===== src/rtl/simt_divergence_unit_pkg.sv =====
// Shared types and constants for the SIMT divergence controller and its else-path LIFO.
// Latency: n/a (declarations only). Backpressure: n/a.
// The stack entry layout matches simt_stack so that entries pass straight through.
package simt_divergence_unit_pkg;

    localparam int DATA_WIDTH       = 32;
    localparam int WARP_SIZE        = 32;
    localparam int SIMT_STACK_DEPTH = 4;

    localparam logic [DATA_WIDTH-1:0] PC_STEP = DATA_WIDTH'(4);

    typedef enum logic [1:0] {
        IDLE,
        RUN,
        ERR
    } simt_div_state_t;

    typedef struct packed {
        logic [DATA_WIDTH-1:0] reconvergence_pc;
        logic [WARP_SIZE-1:0]  active_mask;
        logic [WARP_SIZE-1:0]  taken_mask;
    } simt_stack_entry_t;

    // phase 0: taken path running; phase 1: not-taken path running
    typedef struct packed {
        logic [DATA_WIDTH-1:0] else_pc;
        logic                  phase;
    } simt_else_entry_t;

endpackage


===== src/rtl/simt_else_lifo.sv =====
// Register LIFO of else-path PCs and phase bits, one entry per live divergence level.
// Latency: push/pop/set_phase take effect at the next clock; top is combinational.
// Backpressure: none; push when full and pop/set_phase when empty are ignored.
module simt_else_lifo
    import simt_divergence_unit_pkg::*;
#(
    parameter int DEPTH = SIMT_STACK_DEPTH
) (
    input  logic                       clk,
    input  logic                       rst,
    input  logic                       push,
    input  logic                       pop,
    input  logic                       set_phase,
    input  simt_else_entry_t           push_entry,
    output simt_else_entry_t           top,
    output logic [$clog2(DEPTH):0]     count
);

    localparam int CW = $clog2(DEPTH) + 1;
    localparam int AW = (DEPTH > 1) ? $clog2(DEPTH) : 1;

    simt_else_entry_t mem [DEPTH];
    logic [AW-1:0]    top_idx;
    logic [AW-1:0]    push_idx;
    logic             not_empty;
    logic             not_full;

    assign top_idx   = AW'(count - CW'(1));
    assign push_idx  = AW'(count);
    assign not_empty = (count != '0);
    assign not_full  = (count != CW'(DEPTH));
    assign top       = not_empty ? mem[top_idx] : '0;

    always_ff @(posedge clk) begin
        if (rst) begin
            count <= '0;
        end else if (push && not_full) begin
            count <= count + CW'(1);
        end else if (pop && not_empty) begin
            count <= count - CW'(1);
        end
    end

    // Entry storage carries no reset; only the occupancy count defines validity.
    always_ff @(posedge clk) begin
        if (!rst) begin
            if (push && not_full) begin
                mem[push_idx] <= push_entry;
            end else if (set_phase && !pop && not_empty) begin
                mem[top_idx].phase <= 1'b1;
            end
        end
    end

endmodule


===== src/rtl/simt_divergence_unit.sv =====
// Per-warp PC/active-mask sequencer driving simt_stack; optional stats under SIMT_DIV_STATS_EN.
// Latency: one cycle per accepted event or per reconvergence step; stack controls are combinational.
// Backpressure: br_ready = exec_valid; retire/exit/branch ignored while reconverging or outside RUN.
module simt_divergence_unit
    import simt_divergence_unit_pkg::*;
#(
    parameter int                    DEPTH   = SIMT_STACK_DEPTH,
    parameter logic [DATA_WIDTH-1:0] PC_STEP = simt_divergence_unit_pkg::PC_STEP
) (
    input  logic                  clk,
    input  logic                  rst,
    input  logic                  launch,
    input  logic [DATA_WIDTH-1:0] launch_pc,
    input  logic [WARP_SIZE-1:0]  launch_mask,
    output logic                  exec_valid,
    output logic [DATA_WIDTH-1:0] exec_pc,
    output logic [WARP_SIZE-1:0]  exec_mask,
    input  logic                  retire,
    input  logic                  exit,
    input  logic                  br_valid,
    output logic                  br_ready,
    input  logic [DATA_WIDTH-1:0] br_pc,
    input  logic [DATA_WIDTH-1:0] br_target,
    input  logic [DATA_WIDTH-1:0] br_reconv_pc,
    input  logic [WARP_SIZE-1:0]  br_taken_mask,
    output logic                  stk_push,
    output logic                  stk_pop,
    output simt_stack_entry_t     stk_push_entry,
    output logic [DATA_WIDTH-1:0] stk_current_pc,
    input  simt_stack_entry_t     stk_top,
    input  logic                  stk_empty,
    input  logic                  stk_full,
    input  logic                  stk_at_reconv,
    output logic                  err
`ifdef SIMT_DIV_STATS_EN
    ,
    output logic [31:0]           stat_div_cnt,
    output logic [$clog2(DEPTH):0] stat_max_depth
`endif
);

    localparam int CW = $clog2(DEPTH) + 1;

    simt_div_state_t       state, state_next;
    logic [DATA_WIDTH-1:0] pc, pc_next;
    logic [WARP_SIZE-1:0]  mask, mask_next;
    logic                  err_q, err_next;

    logic                  reconv_pending;
    logic                  br_fire;
    logic                  divergent;
    logic [WARP_SIZE-1:0]  t_mask;
    logic [WARP_SIZE-1:0]  n_mask;

    logic                  lifo_push;
    logic                  lifo_pop;
    logic                  lifo_set_phase;
    simt_else_entry_t      lifo_push_entry;
    simt_else_entry_t      lifo_top;
    logic [CW-1:0]         lifo_count;

    assign reconv_pending = !stk_empty && stk_at_reconv;
    assign t_mask         = br_taken_mask & mask;
    assign n_mask         = mask & ~br_taken_mask;
    assign divergent      = (t_mask != '0) && (n_mask != '0);

    assign exec_pc        = pc;
    assign exec_mask      = mask;
    assign stk_current_pc = pc;
    assign err            = err_q;

    always_ff @(posedge clk) begin
        if (rst) begin
            state <= IDLE;
            pc    <= '0;
            mask  <= '0;
            err_q <= 1'b0;
        end else begin
            state <= state_next;
            pc    <= pc_next;
            mask  <= mask_next;
            err_q <= err_next;
        end
    end

    always_comb begin
        state_next = state;
        pc_next    = pc;
        mask_next  = mask;
        err_next   = err_q;
        unique case (state)
            IDLE: begin
                if (launch) begin
                    state_next = RUN;
                    pc_next    = launch_pc;
                    mask_next  = launch_mask;
                end
            end
            RUN: begin
                if (reconv_pending) begin
                    if (lifo_top.phase) begin
                        mask_next = stk_top.active_mask;
                    end else begin
                        mask_next = stk_top.active_mask & ~stk_top.taken_mask;
                        pc_next   = lifo_top.else_pc;
                    end
                end else if (exit) begin
                    if (stk_empty) begin
                        state_next = IDLE;
                        mask_next  = '0;
                    end else begin
                        state_next = ERR;
                        err_next   = 1'b1;
                    end
                end else if (br_fire) begin
                    if (t_mask == '0) begin
                        pc_next = pc + PC_STEP;
                    end else if (n_mask == '0) begin
                        pc_next = br_target;
                    end else if (stk_full) begin
                        state_next = ERR;
                        err_next   = 1'b1;
                    end else begin
                        mask_next = t_mask;
                        pc_next   = br_target;
                    end
                end else if (retire) begin
                    pc_next = pc + PC_STEP;
                end
            end
            ERR: begin
                state_next = ERR;
            end
            default: begin
                state_next = IDLE;
            end
        endcase
    end

    // Exit outranks a same-cycle branch, so a push is suppressed when exit is high.
    always_comb begin
        exec_valid      = (state == RUN) && !reconv_pending;
        br_ready        = exec_valid;
        br_fire         = br_valid && exec_valid;
        stk_push        = br_fire && !exit && divergent && !stk_full;
        stk_pop         = (state == RUN) && reconv_pending && lifo_top.phase;
        stk_push_entry  = '{reconvergence_pc: br_reconv_pc,
                            active_mask:      mask,
                            taken_mask:       t_mask};
        lifo_push       = stk_push;
        lifo_pop        = stk_pop;
        lifo_set_phase  = (state == RUN) && reconv_pending && !lifo_top.phase;
        lifo_push_entry = '{else_pc: br_pc + PC_STEP, phase: 1'b0};
    end

    simt_else_lifo #(
        .DEPTH (DEPTH)
    ) u_else_lifo (
        .clk        (clk),
        .rst        (rst),
        .push       (lifo_push),
        .pop        (lifo_pop),
        .set_phase  (lifo_set_phase),
        .push_entry (lifo_push_entry),
        .top        (lifo_top),
        .count      (lifo_count)
    );

`ifdef SIMT_DIV_STATS_EN
    always_ff @(posedge clk) begin
        if (rst || (state == IDLE && launch)) begin
            stat_div_cnt   <= '0;
            stat_max_depth <= '0;
        end else if (stk_push) begin
            if (stat_div_cnt != '1) begin
                stat_div_cnt <= stat_div_cnt + 32'd1;
            end
            if ((lifo_count + CW'(1)) > stat_max_depth) begin
                stat_max_depth <= lifo_count + CW'(1);
            end
        end
    end
`endif

endmodule

===== config.mk =====
export PLATFORM = sky130hd
export DESIGN_NAME = simt_divergence_unit
export DESIGN_NICKNAME = d
export VERILOG_FILES = /design/src/rtl/simt_divergence_unit_pkg.sv /design/src/rtl/simt_else_lifo.sv /design/src/rtl/simt_divergence_unit.sv
export SDC_FILE = /design/constraint.sdc
export NUM_CORES = 1
export LEC_CHECK = 0
export BUFFER_PORTS_ARGS = -buffer_cell sky130_fd_sc_hd__buf_2
export CAP_MARGIN = 20
export CORE_AREA = 2 2 190 192
export DETAILED_ROUTE_END_ITERATION = 7
export DIE_AREA = 0 0 192 194
export SYNTH_ARGS = -nofsm -noshare
export SYNTH_HDL_FRONTEND = slang
export SYNTH_SLANG_ARGS = --single-unit

===== constraint.sdc =====
create_clock -name clk -period 6.3 [get_ports clk]
set_clock_uncertainty 0.2 [all_clocks]
set_input_delay 1.26 -clock clk [delete_from_list [all_inputs] [get_ports clk]]
set_output_delay 1.26 -clock clk [all_outputs]
set_load 0.02 [all_outputs]

==> tab_implementation.tex, run 1 <==
\begin{tabular}{lr}
\hline
Metric & Value \\
\hline
\multicolumn{2}{l}{\textbf{Run status}} \\
Run status & finished, final reports clean \\
\multicolumn{2}{l}{\textbf{Route}} \\
Routed Antenna Nets & 0 \\
Starting DRT DRC Count & 765 \\
DRC & 0 \\
Vias after detailed routing & 10,500 \\
Total Routed Length & 42,700 um \\
Routed vias/inst & 5.36 \\
Highest layer used for signal routing & met5 \\
Routed metal-1 wirelength & 18,800 um \\
Detail-routed net length per standard cell & 21.8 um \\
First-pass iteration count of the detailed router & 5 \\
Total met2 wirelength after detailed routing & 20,300 um \\
Met3 layer wire length in the routed design & 2840 um \\
\multicolumn{2}{l}{\textbf{Cells and area}} \\
Area growth from synthesis to final layout & 21.1\% \\
Fraction of final layout cells with drive strength greater than 1 & 34.4\% \\
Total number of nets in the final design & 1,774 \\
Non-filler cells in the finished layout & 1,955 \\
Fillers & 3,483 \\
\multicolumn{2}{l}{\textbf{Synthesis}} \\
Syn Inst Count & 1,203 \\
Cell types with the largest area share after synthesis & edfxtp\_1, dfxtp\_1, buf\_4 \\
Number of synthesized flops with an enable pin & 132 \\
Dominant cell type by area after synthesis & edfxtp\_1 \\
Mean area per synthesized cell & 10.1 um2 \\
Post-synth ARST share & 0\% \\
Net count after synthesis & 1,505 \\
Distinct cell type count of the synthesized netlist & 55 \\
Sequential fraction of the synthesis area & 44.0\% \\
Warnings, synthesis & 0 \\
Dominant register cell in the synthesized netlist & edfxtp\_1 \\
Top cell types by occurrence after synthesis & edfxtp\_1, buf\_4, a21oi\_1, nor2\_1, dfxtp\_1 \\
Most instantiated library cell after synthesis & edfxtp\_1 \\
FF+latch count, synth & 202 \\
Area share of the largest cell type after synthesis & 32.5\% \\
Post-synthesis cell area & 12,200 um2 \\
\multicolumn{2}{l}{\textbf{GRT}} \\
Via count of the first global-routing pass & 10,000 \\
Largest net degree at the start of global routing & 76 \\
Global route overflow & 0 \\
Antenna violations before repair & 10 \\
Global-route wire length before repair & 61,900 um \\
Total GRT Usage & 21.8\% \\
\multicolumn{2}{l}{\textbf{STA}} \\
Actual slew at the worst max-slew pin & 1.08 ns \\
Final total negative setup slack & 0 ns \\
Worst setup slack after layout & 1.47 ns \\
RSZ-0062 raised after global routing & false \\
Final-report hold violation count & 0 \\
Max transition margin & 27.7\% \\
Final clock period utilization by the worst path & 76.6\% \\
Peak clock frequency supported by timing & 0.207 GHz \\
Number of max-slew violations in the final report & 0 \\
Final critical delay including setup and external delays & 4.83 ns \\
Final setup fails & 0 \\
\multicolumn{2}{l}{\textbf{Floorplanning}} \\
Floorplan row count & 69 \\
I/O pin count & 494 \\
Overall die area & 37,200 um2 \\
Core region area & 35,200 um2 \\
Starting density of the core & 34.6\% \\
Vertical die dimension & 194 um \\
Chip width & 192 um \\
\multicolumn{2}{l}{\textbf{Setup path}} \\
Max Fanout on Critical Path & 6 \\
Required time of the critical path & 4.84 ns \\
Number of cells on the worst reg-to-reg path & 7 \\
Type of element capturing the critical path & primary output \\
Critical path data arrival time & 3.37 ns \\
End of the worst register-to-register path & exec\_pc[27] \\
FF-to-FF setup slack & 2.58 ns \\
Critical register-to-register path startpoint & u\_else\_lifo.count[0] \\
Crit start category & primary input \\
Delay of the slowest cell on the worst path & 0.80 ns \\
List of cells traversed by the critical path & buf\_2, nor2b\_1, a2111oi\_0, buf\_4, nand4\_1, o21a\_1, and2\_1, buf\_2 \\
Most used cell, CP & buf\_2 \\
Max stage delay cell, worst path & a2111oi\_0 \\
Crit Path Category & primary input to primary output \\
\multicolumn{2}{l}{\textbf{Hold path}} \\
Cells on Worst Hold Path & 2 \\
Worst min-delay path startpoint & err \\
Class of the tightest hold or removal check & flop to flop \\
WHS Endpoint & err \\
\multicolumn{2}{l}{\textbf{Power}} \\
Peak supply drop & 0.157 mV \\
Ratio of total power to cell area & 265 nW/um2 \\
Leakage power & 5.88 nW \\
\multicolumn{2}{l}{\textbf{Placement}} \\
Worst slack at placement & 1.36 ns \\
Quantity of I/O buffers inserted on ports & 397 \\
Cell count after placement & 1,908 \\
Final HPWL DP & 31,600 um \\
Weighted congestion reported at the end of routability-driven placement & 0.908 \\
\multicolumn{2}{l}{\textbf{Clock tree}} \\
Post-CTS repair timing setup buffer count & 0 \\
Clock root buffer & clkbuf\_16 \\
Clock net sink count & 202 \\
Number of hold-repair buffers added at the cts stage & 0 \\
CTS Buf Count & 23 \\
CTS tree & built \\
Clock latency on the worst-skew pair & 0.52 ns \\
Post\_cts resized & 0 \\
Worst-path clk slew & 0.06 ns \\
CTS Buffer Depth & 3 \\
Maximum level of the CTS H-tree & 1 \\
\multicolumn{2}{l}{\textbf{Flow run}} \\
Maxcap violations & 0 \\
\hline
\end{tabular}
-- per-stage QoR --
step | utilization, % | cell area (um2) | total power, mW | hold slack, ns
2_1_floorplan | - | 12200 | 2.21 | 0.287
3_3_place_gp | 39.6 | 13900 | 2.49 | 0.270
3_5_place_dp | 39.6 | 13900 | 2.50 | 0.289
4_1_cts | 41.9 | 14800 | 3.95 | 0.299
5_1_grt | 41.9 | 14800 | 4.08 | 0.336
6_report | 41.9 | 14800 | 3.91 | 0.294
-- state kept, by name, indices dropped and copies added (netlist names) --
signal,count
u_else_lifo.mem,132
u_else_lifo.count,3
exec_mask,32
state,2
err,1
exec_pc,32
-- placed cells by master (no fill, tap or decap), types with 8 or more instances in the layout --
master,n
a211o_1,22
buf_4,27
buf_2,396
a221o_1,19
and3_1,10
dfxtp_1,69
a311oi_1,10
nand2_1,67
mux4_2,33
nor2_1,76
inv_1,51
nand4_1,18
xor2_1,22
nor3_1,39
nor2b_1,43
a21oi_1,76
o31ai_1,12
a31oi_1,8
a221oi_1,21
clkbuf_16,23
or4_1,9
and2_1,35
mux2_1,30
o211ai_1,21
nand3_1,32
a211oi_1,45
nand2b_1,16
xnor2_1,34
edfxtp_1,132
a22o_1,11
-- cell type report --
type | count | area (um2) | area share (%)
multi-input cells | 770 | 5620 | 38.1
flip-flops and latches | 202 | 5370 | 36.3
repair buffers | 423 | 2180 | 14.8
clock buffers | 26 | 587 | 3.97
well taps | 461 | 577 | 3.90
clock inverters | 15 | 225 | 1.52
inverters | 52 | 195 | 1.32
diodes | 6 | 15.0 | 0.102
-- kinds of logic (layout without fill, tap and decap cells) --
logic type	count (synthesis)	in the layout	synth area share [%]
and+or+nand+nor	369	369	15.7
DFF	202	202	44.0
buffers and inverters	231	516	10.2
adders and majority gates	5	5	0.513
AOI/OAI and AO/OA	274	274	16.4
muxes	66	66	9.14
xor gates and xnor gates	56	56	4.02
other	0	6	0
-- worst max-delay path by stage --
stage,slack [ns],start,to,cells after the start
floorplan,0.53,br_taken_mask[1],u_else_lifo.mem[2][10],6
global placement,1.40,br_taken_mask[8],stk_push,8
detailed placement,1.36,br_taken_mask[8],stk_push,8
CTS,1.34,br_taken_mask[8],stk_push,8
global route,1.30,br_taken_mask[8],stk_push,8
finish,1.47,br_taken_mask[8],stk_push,8
-- worst max-delay path: cells and delay by family --
| family | cells | cell delay (ns) |
|---|---|---|
| AO/OA/AOI/OAI | 2 | 1.14 |
| buffers and inverters | 3 | 0.51 |
| AND/OR/NAND/NOR | 3 | 0.45 |
-- layer usage --
layer / track usage [%] / up-vias
met5: 0 / -
met4: 4.81 / 6
met3: 4.05 / 53
met2: 35.9 / 380
met1: 29.8 / 5122
li1: - / 4926
-- where the power goes --
group          total [mW]  internal [mW]  switching [mW]
Combinational       0.908          0.330           0.578
Clock                1.45          0.881           0.566
Sequential           1.56           1.47          0.0910
No activity file was read; power rests on OpenSTA's default activity.
==> run 2: changes to the inputs <==
- CORE_AREA: 2 2 190 192 -> 2 2 194 196
- DIE_AREA: 0 0 192 194 -> 0 0 196 198
- clock period: 6.3 -> 4.3 ns (I/O delays scaled with it)
==> run 2 against run 1 <==
Compared with the run above:
- clock-buffer cell count rose by 2
- register-to-register slack got worse by 1.8 ns
- first-iteration DRC count decreased by 12%
- total power is 45% higher
- die area up 4.2%
- sequential share of layout area is 0.28 points lower
- critical path depth down 1
- critical endpoint unchanged
==> tab_implementation.tex, run 2 (same netlist as run 1, synthesis figures left out) <==
\begin{tabular}{lr}
\hline
Metric & Value \\
\hline
\multicolumn{2}{l}{\textbf{Route}} \\
Starting DRT DRC Count & 673 \\
Total Routed Length & 43,100 um \\
First-pass iteration count of the detailed router & 7 \\
DRC & 0 \\
Routed vias/inst & 5.30 \\
Detail-routed net length per standard cell & 21.8 um \\
Vias after detailed routing & 10,500 \\
Routed Antenna Nets & 0 \\
\multicolumn{2}{l}{\textbf{Clock tree}} \\
Clock latency on the worst-skew pair & 0.55 ns \\
CTS Buf Count & 25 \\
CTS Buffer Depth & 3 \\
CTS tree & built \\
Worst-path clk slew & 0.06 ns \\
Number of hold-repair buffers added at the cts stage & 0 \\
Post-CTS repair timing setup buffer count & 0 \\
Clock net sink count & 202 \\
Maximum level of the CTS H-tree & 1 \\
Clock root buffer & clkbuf\_16 \\
Post\_cts resized & 0 \\
\multicolumn{2}{l}{\textbf{GRT}} \\
Global route overflow & 0 \\
Total GRT Usage & 21.3\% \\
Antenna violations before repair & 3 \\
Via count of the first global-routing pass & 10,000 \\
Largest net degree at the start of global routing & 53 \\
Global-route wire length before repair & 62,600 um \\
\multicolumn{2}{l}{\textbf{Setup path}} \\
Critical register-to-register path startpoint & exec\_mask[12] \\
End of the worst register-to-register path & u\_else\_lifo.mem[1][9] \\
FF-to-FF setup slack & 0.75 ns \\
Number of cells on the worst reg-to-reg path & 8 \\
Crit start category & flop \\
Critical path data arrival time & 2.96 ns \\
Type of element capturing the critical path & primary output \\
Required time of the critical path & 3.24 ns \\
Crit Path Category & flop to primary output \\
Max Fanout on Critical Path & 6 \\
\multicolumn{2}{l}{\textbf{Placement}} \\
Final HPWL DP & 32,500 um \\
Weighted congestion reported at the end of routability-driven placement & 0.912 \\
Cell count after placement & 1,930 \\
Quantity of I/O buffers inserted on ports & 397 \\
\multicolumn{2}{l}{\textbf{Cells and area}} \\
Area growth from synthesis to final layout & 22.0\% \\
Most frequent cells in the layout & buf\_2, edfxtp\_1, nor2\_1, a21oi\_1, dfxtp\_1 \\
Register with the highest flop count & u\_else\_lifo.mem \\
Fraction of the core area covered by cells at the end of the flow & 40.3\% \\
Non-filler cells in the finished layout & 1,977 \\
Max reg flops & 132 \\
Most common library cell in the layout ignoring fill and taps & buf\_2 \\
Fraction of final layout cells with drive strength greater than 1 & 35.0\% \\
Total number of nets in the final design & 1,785 \\
Fillers & 3,663 \\
\multicolumn{2}{l}{\textbf{STA}} \\
Hold Worst Slack & 0.297 ns \\
Peak clock frequency supported by timing & 0.249 GHz \\
Max transition margin & 28.2\% \\
Final critical delay including setup and external delays & 4.02 ns \\
Final total negative setup slack & 0 ns \\
Actual slew at the worst max-slew pin & 1.08 ns \\
RSZ-0062 raised after global routing & false \\
Number of max-slew violations in the final report & 0 \\
Final clock period utilization by the worst path & 93.6\% \\
Final setup fails & 0 \\
Final-report hold violation count & 0 \\
\multicolumn{2}{l}{\textbf{Floorplanning}} \\
I/O pin count & 494 \\
Floorplan row count & 71 \\
Starting density of the core & 33.0\% \\
Chip width & 196 um \\
Core region area & 37,000 um2 \\
Vertical die dimension & 198 um \\
Overall die area & 38,800 um2 \\
\multicolumn{2}{l}{\textbf{Power}} \\
Ratio of total power to cell area & 382 nW/um2 \\
Peak supply drop & 0.293 mV \\
Leakage power & 5.93 nW \\
\multicolumn{2}{l}{\textbf{Hold path}} \\
Cells on Worst Hold Path & 2 \\
WHS Endpoint & err \\
Class of the tightest hold or removal check & flop to flop \\
Worst min-delay path startpoint & err \\
\multicolumn{2}{l}{\textbf{Flow run}} \\
Maxcap violations & 0 \\
\multicolumn{2}{l}{\textbf{Run status}} \\
Run status & finished, final reports clean \\
\hline
\end{tabular}
-- run 2: cell types whose count changed in the layout (fill, tap and decap cells not counted), sizes merged --
cell / previous run / this run
buf: 423 / 432
clkinv: 6 / 11
diode: 6 / 1
bufinv: 5 / 1
clkbuf: 26 / 28
inv: 52 / 54
-- run 2: critical path, stage by stage (launching register included) --
cell and delay, ns:
dfxtp_1 0.36, nor2b_1 0.16, a2111oi_0 0.77, buf_4 0.24
nand4_1 0.20, o21a_1 0.33, and2_1 0.18, buf_2 0.17
-- run 2: final cells by class --
| class | count | area [um2] | share of cell area [%] |
|---|---|---|---|
| inverters | 52 | 195 | 1.31 |
| well taps | 474 | 593 | 3.98 |
| multi-input cells | 770 | 5630 | 37.8 |
| repair buffers | 432 | 2300 | 15.5 |
| diodes | 1 | 2.50 | 0.0168 |
| flip-flops and latches | 202 | 5370 | 36.0 |
| clock buffers | 28 | 637 | 4.28 |
| clock inverters | 18 | 163 | 1.09 |
-- run 2: worst max path at each step --
stage	startpoint	endpoint
after floorplan	br_taken_mask[1]	u_else_lifo.mem[2][10]
after global placement	br_taken_mask[0]	u_else_lifo.mem[3][25]
after detailed placement	br_taken_mask[16]	u_else_lifo.mem[1][9]
after CTS	exec_mask[8]	stk_push
after global routing	exec_mask[8]	stk_push
final	exec_mask[8]	stk_push
-- run 2: metal layers --
layer / up-vias / track usage [%] / wire length, um
met5: - / 0 / 9
met3: 56 / 3.22 / 2710
li1: 4953 / - / -
met4: 2 / 5.25 / 913
met2: 381 / 35.7 / 20600
met1: 5085 / 28.8 / 18900
-- run 2: power by group --
| group | switching [mW] | internal (mW) |
|---|---|---|
| Combinational | 0.854 | 0.494 |
| Sequential | 0.131 | 2.15 |
| Clock | 0.900 | 1.15 |
| Total | 1.89 | 3.80 |
-- run 2: through the flow --
stage	worst slack, ns	instance area [um2]	power [mW]
floorplan	-0.189	12200	3.24
global placement	0.266	14100	3.66
detailed placement	0.254	14100	3.67
CTS	0.148	14900	5.73
global route	0.0993	14900	5.93
finish	0.277	14900	5.68
